--- src/rtl/outer_acc_pkg.sv ---
// Shared constants and state encoding for the outer-product accumulator.
// Element count, index width and the two-state drain FSM encoding.
package outer_acc_pkg;
  localparam int N_ELEM = 9;
  localparam int IDX_W = 4;
  localparam logic [IDX_W-1:0] LAST_IDX = 4'd8;

  typedef enum logic {
    ST_ACCUM = 1'b0,
    ST_DRAIN = 1'b1
  } state_t;
endpackage

--- src/rtl/outer_product_accumulator_lane.sv ---
// One accumulator lane: adds a zero-extended product on add_en, clears on clr.
// carry is a combinational pulse flagging wrap-around of this cycle's add.
module acc_lane #(
  parameter int IN_W  = 17,
  parameter int ACC_W = 24
) (
  input  logic             clk,
  input  logic             reset,
  input  logic             add_en,
  input  logic             clr,
  input  logic [IN_W-1:0]  din,
  output logic [ACC_W-1:0] q,
  output logic             carry
);
  logic [ACC_W-1:0] r_q;
  logic [ACC_W:0]   w_sum;

  assign w_sum = {1'b0, r_q} + {{(ACC_W + 1 - IN_W){1'b0}}, din};
  assign carry = add_en & w_sum[ACC_W];
  assign q     = r_q;

  always_ff @(posedge clk) begin
    if (reset || clr) begin
      r_q <= '0;
    end else if (add_en) begin
      r_q <= w_sum[ACC_W-1:0];
    end
  end
endmodule

--- src/rtl/outer_product_accumulator.sv ---
// Sums K outer-product beats element-wise into nine lanes, then streams the
// nine sums out on a valid/ready port and clears for the next matrix.
module outer_product_accumulator
  import outer_acc_pkg::*;
#(
  parameter int IN_W  = 17,
  parameter int ACC_W = 24,
  parameter int CNT_W = 8
) (
  input  logic             clk,
  input  logic             reset,
  input  logic             in_valid,
  output logic             in_ready,
  input  logic             in_last,
  input  logic [IN_W-1:0]  c1,
  input  logic [IN_W-1:0]  c2,
  input  logic [IN_W-1:0]  c3,
  input  logic [IN_W-1:0]  c4,
  input  logic [IN_W-1:0]  c5,
  input  logic [IN_W-1:0]  c6,
  input  logic [IN_W-1:0]  c7,
  input  logic [IN_W-1:0]  c8,
  input  logic [IN_W-1:0]  c9,
  output logic             out_valid,
  input  logic             out_ready,
  output logic [ACC_W-1:0] out_data,
  output logic [IDX_W-1:0] out_idx,
  output logic             out_last,
  output logic [CNT_W-1:0] term_cnt,
  output logic             ovf
);
  state_t             r_state, w_state_nxt;
  logic [IDX_W-1:0]   r_idx;
  logic [CNT_W-1:0]   r_term_cnt;
  logic               r_ovf;
  logic               w_accept, w_fire, w_done, w_cnt_full;
  logic [IN_W-1:0]    w_c [N_ELEM];
  logic [ACC_W-1:0]   w_q [N_ELEM];
  logic [N_ELEM-1:0]  w_carry;
  logic [ACC_W-1:0]   w_data;

  assign w_c[0] = c1;
  assign w_c[1] = c2;
  assign w_c[2] = c3;
  assign w_c[3] = c4;
  assign w_c[4] = c5;
  assign w_c[5] = c6;
  assign w_c[6] = c7;
  assign w_c[7] = c8;
  assign w_c[8] = c9;

  assign in_ready   = (r_state == ST_ACCUM);
  assign out_valid  = (r_state == ST_DRAIN);
  assign w_accept   = in_valid & in_ready;
  assign w_fire     = out_valid & out_ready;
  assign w_done     = w_fire & (r_idx == LAST_IDX);
  assign w_cnt_full = &r_term_cnt;

  for (genvar g = 0; g < N_ELEM; g++) begin : g_lane
    acc_lane #(.IN_W(IN_W), .ACC_W(ACC_W)) u_lane (
      .clk    (clk),
      .reset  (reset),
      .add_en (w_accept),
      .clr    (w_done),
      .din    (w_c[g]),
      .q      (w_q[g]),
      .carry  (w_carry[g])
    );
  end

  always_comb begin
    w_state_nxt = r_state;
    case (r_state)
      ST_ACCUM: if (w_accept && in_last) w_state_nxt = ST_DRAIN;
      ST_DRAIN: if (w_done) w_state_nxt = ST_ACCUM;
      default:  w_state_nxt = ST_ACCUM;
    endcase
  end

  // Output mux; held at zero outside DRAIN so partial sums never leak out.
  always_comb begin
    w_data = '0;
    if (out_valid) begin
      for (int i = 0; i < N_ELEM; i++) begin
        if (r_idx == IDX_W'(i)) w_data = w_q[i];
      end
    end
  end

  always_ff @(posedge clk) begin
    if (reset) begin
      r_state    <= ST_ACCUM;
      r_idx      <= '0;
      r_term_cnt <= '0;
      r_ovf      <= 1'b0;
    end else begin
      r_state <= w_state_nxt;
      if (w_done) begin
        r_idx      <= '0;
        r_term_cnt <= '0;
        r_ovf      <= 1'b0;
      end else begin
        if (w_fire) r_idx <= r_idx + 1'b1;
        if (w_accept) begin
          if (!w_cnt_full) r_term_cnt <= r_term_cnt + 1'b1;
          if (w_cnt_full || (|w_carry)) r_ovf <= 1'b1;
        end
      end
    end
  end

  assign out_data = w_data;
  assign out_idx  = r_idx;
  assign out_last = out_valid & (r_idx == LAST_IDX);
  assign term_cnt = r_term_cnt;
  assign ovf      = r_ovf;
endmodule

--- config.mk ---
export PLATFORM = sky130hd
export DESIGN_NAME = outer_product_accumulator
export DESIGN_NICKNAME = d
export VERILOG_FILES = /design/src/rtl/outer_acc_pkg.sv /design/src/rtl/outer_product_accumulator_lane.sv /design/src/rtl/outer_product_accumulator.sv
export SDC_FILE = /design/constraint.sdc
export NUM_CORES = 1
export LEC_CHECK = 0
export BUFFER_PORTS_ARGS = -buffer_cell sky130_fd_sc_hd__clkbuf_2
export CAP_MARGIN = 15
export CORE_ASPECT_RATIO = 1.4
export CORE_MARGIN = 2
export CORE_UTILIZATION = 60
export DETAILED_ROUTE_END_ITERATION = 12
export GPL_TIMING_DRIVEN = 0
export HOLD_SLACK_MARGIN = 0.15
export MAX_ROUTING_LAYER = met4
export PLACE_DENSITY = 0.82
export SLEW_MARGIN = 20
export SYNTH_ARGS = -nofsm -noshare
export SYNTH_HDL_FRONTEND = slang
export SYNTH_SLANG_ARGS = --single-unit
--- constraint.sdc ---
create_clock -name clk -period 3.8 [get_ports clk]
set_clock_uncertainty 0.15 [all_clocks]
set_input_delay 0.38 -clock clk [delete_from_list [all_inputs] [get_ports clk]]
set_output_delay 0.38 -clock clk [all_outputs]
set_load 0.005 [all_outputs]
# Word-level counts from Yosys, hierarchy flattened
# Index checks and enable logic that the tools add are counted.
[totals] ff_bits=230 elab_cells=69 in_bits=158
[op_classes] bitwise_logic=15 eq_ne=8 addsub=11 n_reduce_logical=9 n_mux=13
[op_table] cell="$mux W24" count=10
[op_table] cell="$add A24 B17 Y25" count=9
[op_table] cell="$eq A4 B3 Y1 const B" count=4
[op_table] cell="$and A1 B1 Y1" count=13
[op_table] cell="$reduce_or A9 Y1" count=1
[op_table] cell="$add A8 B1 Y8 const B" count=1
[op_table] cell="$eq A4 B2 Y1 const B" count=2
[op_table] cell="$reduce_and A8 Y1" count=1
[op_table] cell="$add A4 B1 Y4 const B" count=1
[op_table] cell="$eq A4 B1 Y1 const B" count=1
[op_table] cell="$eq A4 B4 Y1 const B" count=1
[op_table] cell="$logic_not A4 Y1" count=1
[op_table] cell="$reduce_and A2 Y1" count=2
[op_table] cell="$logic_or A1 B1 Y1" count=2
[op_table] cell="$mux W1" count=2
[op_table] cell="$not A1 Y1" count=2
[op_table] cell="$pmux W1 S2" count=1
[op_table] cell="$reduce_or A2 Y1" count=1
[op_table] cell="$logic_and A1 B1 Y1" count=1

# Longest topological paths before layout
# Gate-level depths: netlist of the first run.
[depth] depth_word=11 depth_mapped=11 mapped_depth_nobuf=10

# Modules after synthesis
# A second synthesis of the first run with hierarchy kept.
[unflattened] hier_cells=2568 area_unflattened_um2=19921.6
[by_module_without_submodules] mod="acc_lane at g_lane[1].u_lane ..." n_inst=5 cells_each=244 area_per_inst_um2=1949.4
[by_module_without_submodules] mod="acc_lane at g_lane[7].u_lane ..." n_inst=2 cells_each=221 area_per_inst_um2=1786.7
[by_module_without_submodules] mod="outer_product_accumulator" n_inst=1 cells_each=434 area_per_inst_um2=2797.7
[by_module_without_submodules] mod="acc_lane at g_lane[6].u_lane" n_inst=1 cells_each=242 area_per_inst_um2=1954.4
[by_module_without_submodules] mod="acc_lane at g_lane[0].u_lane" n_inst=1 cells_each=230 area_per_inst_um2=1849.3

# Least setup slack after synthesis of the first run
# OpenSTA, ideal clock, no wires.
[synth_path] path_type="input to register" start="in c6[0]" end="reg r_ovf, in the netlist ovf" setup_slack_ps=953 arrival_time_ps=2574 stages=10 setup_ps=122 t_required_ps=3528 n_path_buf=0 cell_sequence="ha_1 fa_1 a211oi_2 nor2_2 o211ai_2 o211ai_2 a221o_2 a2111o_1 nor4_2 a21oi_1"
[synth_between] elab_chain_len=5
[synth_rtl] element="start, declared" line_no="outer_product_accumulator.sv:20" text="input logic [IN_W-1:0] c6,"
[synth_rtl] element="$add A24 B17 Y25" line_no="outer_product_accumulator_lane.sv:18" text="assign w_sum = {1'b0, r_q} + {{(ACC_W + 1 - IN_W){1'b0}}, din};"
[synth_rtl] element="$and A1 B1 Y1" line_no="outer_product_accumulator_lane.sv:19" text="assign carry = add_en & w_sum[ACC_W];"
[synth_rtl] element="$reduce_or A9 Y1" line_no="outer_product_accumulator.sv:106" text="if (w_cnt_full || (|w_carry)) r_ovf <= 1'b1;"
[synth_rtl] element="$logic_or A1 B1 Y1" line_no="outer_product_accumulator.sv:106"
[synth_rtl] element="$reduce_and A2 Y1 (no line)"
[synth_rtl] element="end signal, assigned" line_no="outer_product_accumulator.sv:95" text="r_ovf <= 1'b0;"
[synth_rtl] element="end signal, assigned" line_no="outer_product_accumulator.sv:101" text="r_ovf <= 1'b0;"
[synth_rtl] element="end signal, assigned" line_no="outer_product_accumulator.sv:106"
[synth_rtl] element="end, declared" line_no="outer_product_accumulator.sv:35" text="logic r_ovf;"
# Every way passes these cells.
# A chain may end at the register's enable or synchronous reset.

# Final worst setup path of the first run
[layout_path] start="reg r_idx[0], in the netlist out_idx[0]" end="out out_data[14]"
[layout_between] elab_chain_len=11
[layout_rtl] element="start, declared" line_no="outer_product_accumulator.sv:33" text="logic [IDX_W-1:0] r_idx;"
[layout_rtl] element="start signal, assigned" line_no="outer_product_accumulator.sv:103" text="if (w_fire) r_idx <= r_idx + 1'b1;"
[layout_rtl] element="$logic_not A4 Y1" line_no="outer_product_accumulator.sv:85" text="if (r_idx == IDX_W'(i)) w_data = w_q[i];"
[layout_rtl] element="$mux W24 (8 in a row)" line_no="outer_product_accumulator.sv:85"
[layout_rtl] element="$mux W24 *" line_no="outer_product_accumulator.sv:85"
[layout_rtl] element="$mux W24 *" line_no="outer_product_accumulator.sv:83" text="if (out_valid) begin"
[layout_rtl] element="end, declared" line_no="outer_product_accumulator.sv:26" text="output logic [ACC_W-1:0] out_data,"
# Every way passes the cells marked *; elsewhere a longest branch is shown, timed or not.

==> reports/qor.yml, run 1 <==
yosys:
  synth_sequential_area_ratio_pct: 26.4
  postSynthCellCount: 2263
  syn-num-nets: 2588
  fraction_of_registers_with_async_set_reset_pct: 0
  yosysWarningCount: 0
  synthesis.area_per_instance_um2: 7.70
  synth-seq-cells: 230
  netlist_area_um2: 17400
  synthDistinctLibCells: 92
  synth-edff-count: 0
  synth_ff_type: "sky130_fd_sc_hd__dfxtp_1"
cells_and_area:
  postLayoutCoreUtil_pct: 70.6
  n_antenna_cell: 0
  finish.instance_area_um2: 20100
  area_growth_pct: 15.4
  post_layout_nonfiller_instances: 2895
  nets: 2827
  final_layout_size_suffix_gt1_share_pct: 14.3
worst_hold_path:
  timing.hold.worst_endpoint: "g_lane[6].u_lane.q[1]"
  hp-class: "primary input to register"
  worstHoldStart: "c7[1]"
  timing.hold.worst_path_depth: 4
cts:
  clk-insertion-delay-late_ns: 0.55
  clock_sinks: 230
  numCtsBuffers: 25
  cts.reportedPaths.clkPinSlew_ns: 0.06
  clk_root_buffer_cell: "sky130_fd_sc_hd__clkbuf_16"
  ctsLongestPathBuffers: 3
  tritoncts: "yes"
  cts.htree.levels: 1
worst_setup_path:
  kind_of_launch_point_of_the_worst_setup_path: "register"
  r2r.worst_path.cells: 7
  criticalPathCategory: "register to output port"
  cp_data_required_time_ns: 3.27
  worstReg2RegEnd: "g_lane[1].u_lane.q[3]"
  r2r_start: "out_valid"
  end_kind: "output port"
  worstPathCellList: "inv_2 -> ha_1 -> or3b_4 -> buf_6 -> clkbuf_4 -> a211oi_1 -> a221oi_1 -> nand2_1 -> o21ai_0 -> a211o_1 -> a21oi_1 -> clkbuf_2"
  critical-path-max-stage-delay_ns: 0.42
  rrSetupSlack_ns: 0.09
  critPathMaxFanout: 10
  slowest_cell_on_the_critical_path: "sky130_fd_sc_hd__or3b_4"
  worstPathArrival_ns: 3.25
pwr:
  seq_power_share_pct: 34.3
  fin_total_pwr_mw: 8.19
  part_of_the_power_in_the_clock_network_pct: 32.3
  power_leakage_nw: 8.65
  intPower_mw: 5.25
  switching_share_pct: 35.8
  power.ir.vdd_worst_uv: 384
  net-switching-power_mw: 2.94
  power_frac_comb_pct: 33.5
  p_per_area_nw_per_um2: 407
sta:
  clock.fmax_mhz: 265
  final.period_utilization_pct: 99.4
  final-hold-violation-count: 0
  setup_violations: 0
  finalMaxSlewViolations: 0
  worst_pin_slew_ns: 1.19
  max-slew-margin-rel_pct: 20.4
  tns_ns: 0
  final.setup.worst_slack_ns: 0.0229
  layout_min_cycle_time_ns: 3.78
  fin_worst_hold_slack_ns: 0.161
global_routing:
  grt_pass1_vias: 18500
  gr-usage-all-layers_pct: 42.7
  gr-total-overflow: 0
  global_route_wire_length_before_repair_um: 97800
  maximum_number_of_pins_on_one_net_before_global_route_repair: 15
  grt_antenna_before_repair: 1
floorplan:
  design.core.area_um2: 28500
  fp.dieArea_um2: 30400
  initial_core_util_pct: 61.1
  placementRows: 73
  die-height_um: 206
  total_i_o_pin_count: 198
  fp.dieW_um: 148
place:
  numPlacedInstances: 2835
  dp_hpwl_um: 49800
  globalplace.congestion: 1.01
  dp_worst_setup_slack_ns: -0.0813
  count_of_buffers_inserted_at_the_top_level_ports: 197
  dpl_cell_area_um2: 18900
route:
  avgRoutedWirePerCell_um: 22.3
  postRouteAntennaNets: 0
  route.detailed.drc: 0
  dr.first_iter.drc_count: 1345
  firstDrtPassIters: 6
  wirelength_um: 64600
  routed-via-count: 18800
  detail_route.vias_per_cell: 6.48
flow_run:
  maxCapViolations: 0
status:
  outcome: "complete, no violations"
[state kept, by name, indices dropped and copies added, names as in the netlist]
| register | cells |
|---|---|
| out_idx | 4 |
| out_valid | 1 |
| ovf | 1 |
| term_cnt | 8 |
| g_lane.u_lane.q | 216 |
[placed cells by master (no fill, tap or decap), types with 15 or more instances in the layout]
cell type / netlist / layout
sky130_fd_sc_hd__a211o_1: 32 / 32
sky130_fd_sc_hd__a211oi_1: 71 / 58
sky130_fd_sc_hd__a211oi_2: 4 / 15
sky130_fd_sc_hd__a21o_1: 52 / 52
sky130_fd_sc_hd__a21oi_1: 260 / 255
sky130_fd_sc_hd__a221oi_1: 25 / 25
sky130_fd_sc_hd__a22oi_1: 49 / 49
sky130_fd_sc_hd__a31oi_1: 25 / 24
sky130_fd_sc_hd__and3_1: 23 / 23
sky130_fd_sc_hd__buf_2: 23 / 20
sky130_fd_sc_hd__clkbuf_1: 77 / 61
sky130_fd_sc_hd__clkbuf_16: 0 / 25
sky130_fd_sc_hd__clkbuf_2: 0 / 209
sky130_fd_sc_hd__dfxtp_1: 230 / 228
sky130_fd_sc_hd__ha_1: 158 / 157
sky130_fd_sc_hd__inv_1: 32 / 31
sky130_fd_sc_hd__nand2_1: 313 / 313
sky130_fd_sc_hd__nand3_1: 68 / 68
sky130_fd_sc_hd__nand4_1: 26 / 26
sky130_fd_sc_hd__nor2_1: 209 / 209
sky130_fd_sc_hd__nor3_1: 47 / 47
sky130_fd_sc_hd__o211ai_1: 15 / 15
sky130_fd_sc_hd__o21a_1: 23 / 23
sky130_fd_sc_hd__o21ai_0: 134 / 129
sky130_fd_sc_hd__o21ai_1: 10 / 15
sky130_fd_sc_hd__or3_1: 30 / 30
sky130_fd_sc_hd__xnor2_1: 94 / 94
sky130_fd_sc_hd__xor2_1: 46 / 46
[critical path, delay by kind of cell, from the launching register on]
kind                       cells  cell delay (ns)
AOI/OAI and AO/OA              5             1.03
adders and majority gates      1             0.18
buffers and inverters          4             0.61
DFF                            1             0.35
and+or+nand+nor                2             0.52
[per-layer routing]
metal | vias to the layer above | wire length, um | global-route usage [%] | share of wire (%)
met2 | 934 | 31000 | 72.8 | 48
met5 | - | 0 | - | 0
met3 | 267 | 5310 | 6.83 | 8.2
li1 | 8816 | - | - | -
met4 | 0 | 5360 | 31.0 | 8.3
met1 | 8747 | 22900 | 44.7 | 36
[area by class of cell]
type / instances / area, um^2
fill: 2412 / 8390
multi-input combinational: 1891 / 12400
buffer: 107 / 505
inverter: 33 / 124
clock inverter: 16 / 190
timing repair buffer: 214 / 1180
sequential: 230 / 4610
tap: 375 / 469
clock buffer: 29 / 671
[how the worst max path moves through the flow]
stage,from,endpoint,cells past startpoint
2_1_floorplan,c6[0],ovf,10
3_3_place_gp,out_valid,g_lane[7].u_lane.q[16],8
3_5_place_dp,out_valid,g_lane[7].u_lane.q[16],8
4_1_cts,out_idx[1],out_data[15],13
5_1_grt,out_valid,g_lane[5].u_lane.q[13],7
6_report,out_idx[0],out_data[14],12
[power groups by stage]
stage	clock network [mW]	registers (mW)	logic (mW)
floorplan	0	2.79	1.92
global placement	0	2.84	2.54
detailed placement	0	2.85	2.61
CTS	2.63	2.79	2.66
global route	2.72	2.83	2.99
finish	2.64	2.81	2.74
[cells in the mapped netlist, drive strengths merged (23+ instances only)]
library cell	count	share of area, %
nand2	313	6.7
a21oi	262	7.6
dfxtp	230	26
nor2	211	4.6
ha	158	11
o21ai	145	4.2
xnor2	94	4.7
clkbuf	77	1.7
a211oi	75	3.3
nand3	68	2.0
a21o	53	2.3
a22oi	50	2.2
nor3	49	1.5
xor2	46	2.3
or3	33	1.2
a211o	32	1.6
buf	32	0.98
inv	32	0.69
a31oi	29	1.3
nand4	27	1.0
a221oi	25	1.3
and3	24	0.87
o21a	23	0.99
[what timing repair did]
action | CTS | global route
resized for setup | 17 | 58
endpoints found under the hold margin | 14 | 0
pin swaps | 1 | 8
hold buffers | 13 | 0
buffers inserted | 4 | 0
endpoints found under the setup margin | 32 | 60
[cells by family (layout without fill, tap and decap cells)]
group | after synthesis | count (layout) | synth area share, %
muxes | 3 | 3 | 0.172
xor gates and xnor gates | 140 | 140 | 7.04
buffers and inverters | 142 | 399 | 3.35
AOI/OAI and AO/OA | 782 | 782 | 29.6
DFF | 230 | 230 | 26.4
and+or+nand+nor | 799 | 799 | 21.0
adders and majority gates | 167 | 167 | 12.4
Power figures use the tool's default switching activity.
==> inputs of run 2 (changes only) <==
--- a/config.mk
+++ b/config.mk
@@ -9,12 +9,12 @@
 export CAP_MARGIN = 15
 export CORE_ASPECT_RATIO = 1.4
 export CORE_MARGIN = 2
-export CORE_UTILIZATION = 60
+export CORE_UTILIZATION = 54
 export DETAILED_ROUTE_END_ITERATION = 12
 export GPL_TIMING_DRIVEN = 0
 export HOLD_SLACK_MARGIN = 0.15
 export MAX_ROUTING_LAYER = met4
-export PLACE_DENSITY = 0.82
+export PLACE_DENSITY = 0.77
 export SLEW_MARGIN = 20
 export SYNTH_ARGS = -nofsm -noshare
 export SYNTH_HDL_FRONTEND = slang
==> constraint.sdc (replaced) <==
create_clock -name clk -period 3.15 [get_ports clk]
set_clock_uncertainty 0.15 [all_clocks]
set_input_delay 0.315 -clock clk [delete_from_list [all_inputs] [get_ports clk]]
set_output_delay 0.315 -clock clk [all_outputs]
set_load 0.005 [all_outputs]
==> reports/qor.yml, run 2 (synthesis gave the netlist of run 1 again) <==
worst_setup_path:
  slowest_cell_on_the_critical_path: "sky130_fd_sc_hd__or3b_4"
  critical_path_buf_inv_count: 4
  worstPathCellList: "buf_6 -> ha_4 -> or3b_4 -> buf_4 -> clkbuf_16 -> a211oi_4 -> a221oi_2 -> nand2_1 -> o21ai_2 -> a211o_1 -> a21oi_2 -> buf_2"
  kind_of_launch_point_of_the_worst_setup_path: "register"
  critical_path.top_delay_family: "compound AO/OA/AOI/OAI gates"
  cp_data_required_time_ns: 2.68
  end_kind: "output port"
  critical-path-max-stage-delay_ns: 0.43
  criticalPathCategory: "register to output port"
  worstPathArrival_ns: 3.04
  rrSetupSlack_ns: 0.04
  critPathMaxFanout: 5
status:
  outcome: "finished with violations"
  failed_checks: "setup timing"
cts:
  cts.reportedPaths.clkPinSlew_ns: 0.07
  clk_root_buffer_cell: "sky130_fd_sc_hd__clkbuf_16"
  cts.htree.levels: 1
  numCtsBuffers: 25
  clk-insertion-delay-late_ns: 0.55
  clock_sinks: 230
  ctsLongestPathBuffers: 3
  tritoncts: "yes"
global_routing:
  global_route_wire_length_before_repair_um: 102000
  gr-total-overflow: 0
  grt_antenna_before_repair: 2
  grt_pass1_vias: 18900
  gr-usage-all-layers_pct: 40.2
  maximum_number_of_pins_on_one_net_before_global_route_repair: 15
route:
  route.detailed.drc: 0
  top_layer_used: "met4"
  detail_route.vias_per_cell: 6.43
  postRouteAntennaNets: 0
  met3RoutedLength_um: 5430
  routed-via-count: 19200
  avgRoutedWirePerCell_um: 22.8
  wl_met2_um: 32500
  firstDrtPassIters: 6
  routedLengthMet1_um: 23800
  wirelength_um: 68000
  dr.first_iter.drc_count: 1679
floorplan:
  die-height_um: 217
  placementRows: 77
  initial_core_util_pct: 55.0
  fp.dieArea_um2: 33700
  fp.dieW_um: 156
  design.core.area_um2: 31700
  total_i_o_pin_count: 198
pwr:
  power.ir.vdd_worst_uv: 345
  part_of_the_power_in_the_clock_network_pct: 31.0
  power_frac_comb_pct: 35.4
  seq_power_share_pct: 33.7
  net-switching-power_mw: 3.70
  p_per_area_nw_per_um2: 466
  power_leakage_nw: 9.19
  switching_share_pct: 36.6
  intPower_mw: 6.41
  fin_total_pwr_mw: 10.1
place:
  numPlacedInstances: 2855
  dpl_cell_area_um2: 18900
  globalplace.congestion: 0.984
  count_of_buffers_inserted_at_the_top_level_ports: 197
  dp_worst_setup_slack_ns: -0.840
  dp_hpwl_um: 50500
cells_and_area:
  layout.filler_cells: 2653
  layout_common_cells: "sky130_fd_sc_hd__nand2_1 (311), sky130_fd_sc_hd__a21oi_1 (239), sky130_fd_sc_hd__dfxtp_1 (226), sky130_fd_sc_hd__clkbuf_2 (219), sky130_fd_sc_hd__nor2_1 (201)"
  layout.area.seq_um2: 4610
  layout_commonest_cell: "sky130_fd_sc_hd__nand2_1"
  finish.instance_area_um2: 21700
  area_growth_pct: 24.4
  largest_register_ffs: 216
  nets: 2888
  final_layout_size_suffix_gt1_share_pct: 20.7
  area_of_the_multi_input_gates_um2: 13100
  post_layout_nonfiller_instances: 2978
sta:
  final.setup.worst_slack_ns: -0.353
  layout_min_cycle_time_ns: 3.50
  rsz0062_at_grt: "true"
  final.period_utilization_pct: 111
  final-hold-violation-count: 0
  setup_violations: 24
  tns_ns: -7.28
  max-slew-margin-rel_pct: 32.6
  finalMaxSlewViolations: 0
  clock.fmax_mhz: 285
  worst_pin_slew_ns: 1.01
flow_run:
  maxCapViolations: 0
worst_hold_path:
  hp-class: "primary input to register"
## run 2: changes by cell type in the layout (fill, tap and decap cells not counted), sizes merged
cell and delta:
clkinv -3, clkinvlp +3, clkbuf -10, buf +35, dlymetal6s4s +1, diode +2
clkdlybuf4s15 -1, dlygate4sd3 +37, bufinv -1
## run 2: worst reg2reg max path, cell delays in order (launching register included)
cell and delay, ns:
sky130_fd_sc_hd__dfxtp_1 0.31, sky130_fd_sc_hd__clkbuf_1 0.24, sky130_fd_sc_hd__nor2b_2 0.49, sky130_fd_sc_hd__clkbuf_1 0.51, sky130_fd_sc_hd__clkbuf_2 0.43, sky130_fd_sc_hd__clkbuf_2 0.53, sky130_fd_sc_hd__nor2_1 0.12, sky130_fd_sc_hd__a211oi_1 0.23
## run 2: power by group through the flow
stage          combinational, mW  clock, mW  sequential (mW)
6_report                    3.57       3.13             3.40
5_1_grt                     3.86       3.23             3.43
4_1_cts                     3.38       3.12             3.38
3_5_place_dp                3.16          0             3.43
3_3_place_gp                3.09          0             3.43
2_1_floorplan               2.32          0             3.37
## run 2: per-layer routing
layer	up-vias	track usage (%)
met5	-	-
met4	0	32.2
met3	331	6.18
met2	989	67.1
met1	8916	42.0
li1	8920	-
## run 2: layout make-up
class	instances	area share (%)
timing repair buffer	274	8.34
clock inverter	15	0.756
antenna	2	0.0231
sequential	230	21.3
clock buffer	30	3.11
inverter	33	0.612
buffer	108	3.05
multi-input combinational	1891	60.5
tap	395	2.28
## run 2: final timing paths
| check | start | endpoint | cells after the start |
|---|---|---|---|
| max | out_idx[1] | out_data[3] | 12 |
| min | c7[14] | g_lane[6].u_lane.q[14] | 5 |
| min reg2reg | g_lane[2].u_lane.q[4] | g_lane[2].u_lane.q[4] | 2 |
| max reg2reg | out_valid | g_lane[1].u_lane.q[2] | 7 |
## run 2: repair_timing
action / in CTS / in global routing
gates cloned: 3 / 2
hold endpoints to repair: 52 / 0
setup buffers: 14 / 10
setup endpoints to repair: 237 / 213
hold buffers: 51 / 0
pin swaps: 60 / 76
gates resized for setup: 207 / 130
## run 2: metrics by stage
stage	hold slack, ns	util (%)
finish	0.146	68.4
global route	0.174	68.4
CTS	0.150	67.0
detailed placement	0.312	59.6
global placement	0.303	59.6
floorplan	0.295	-
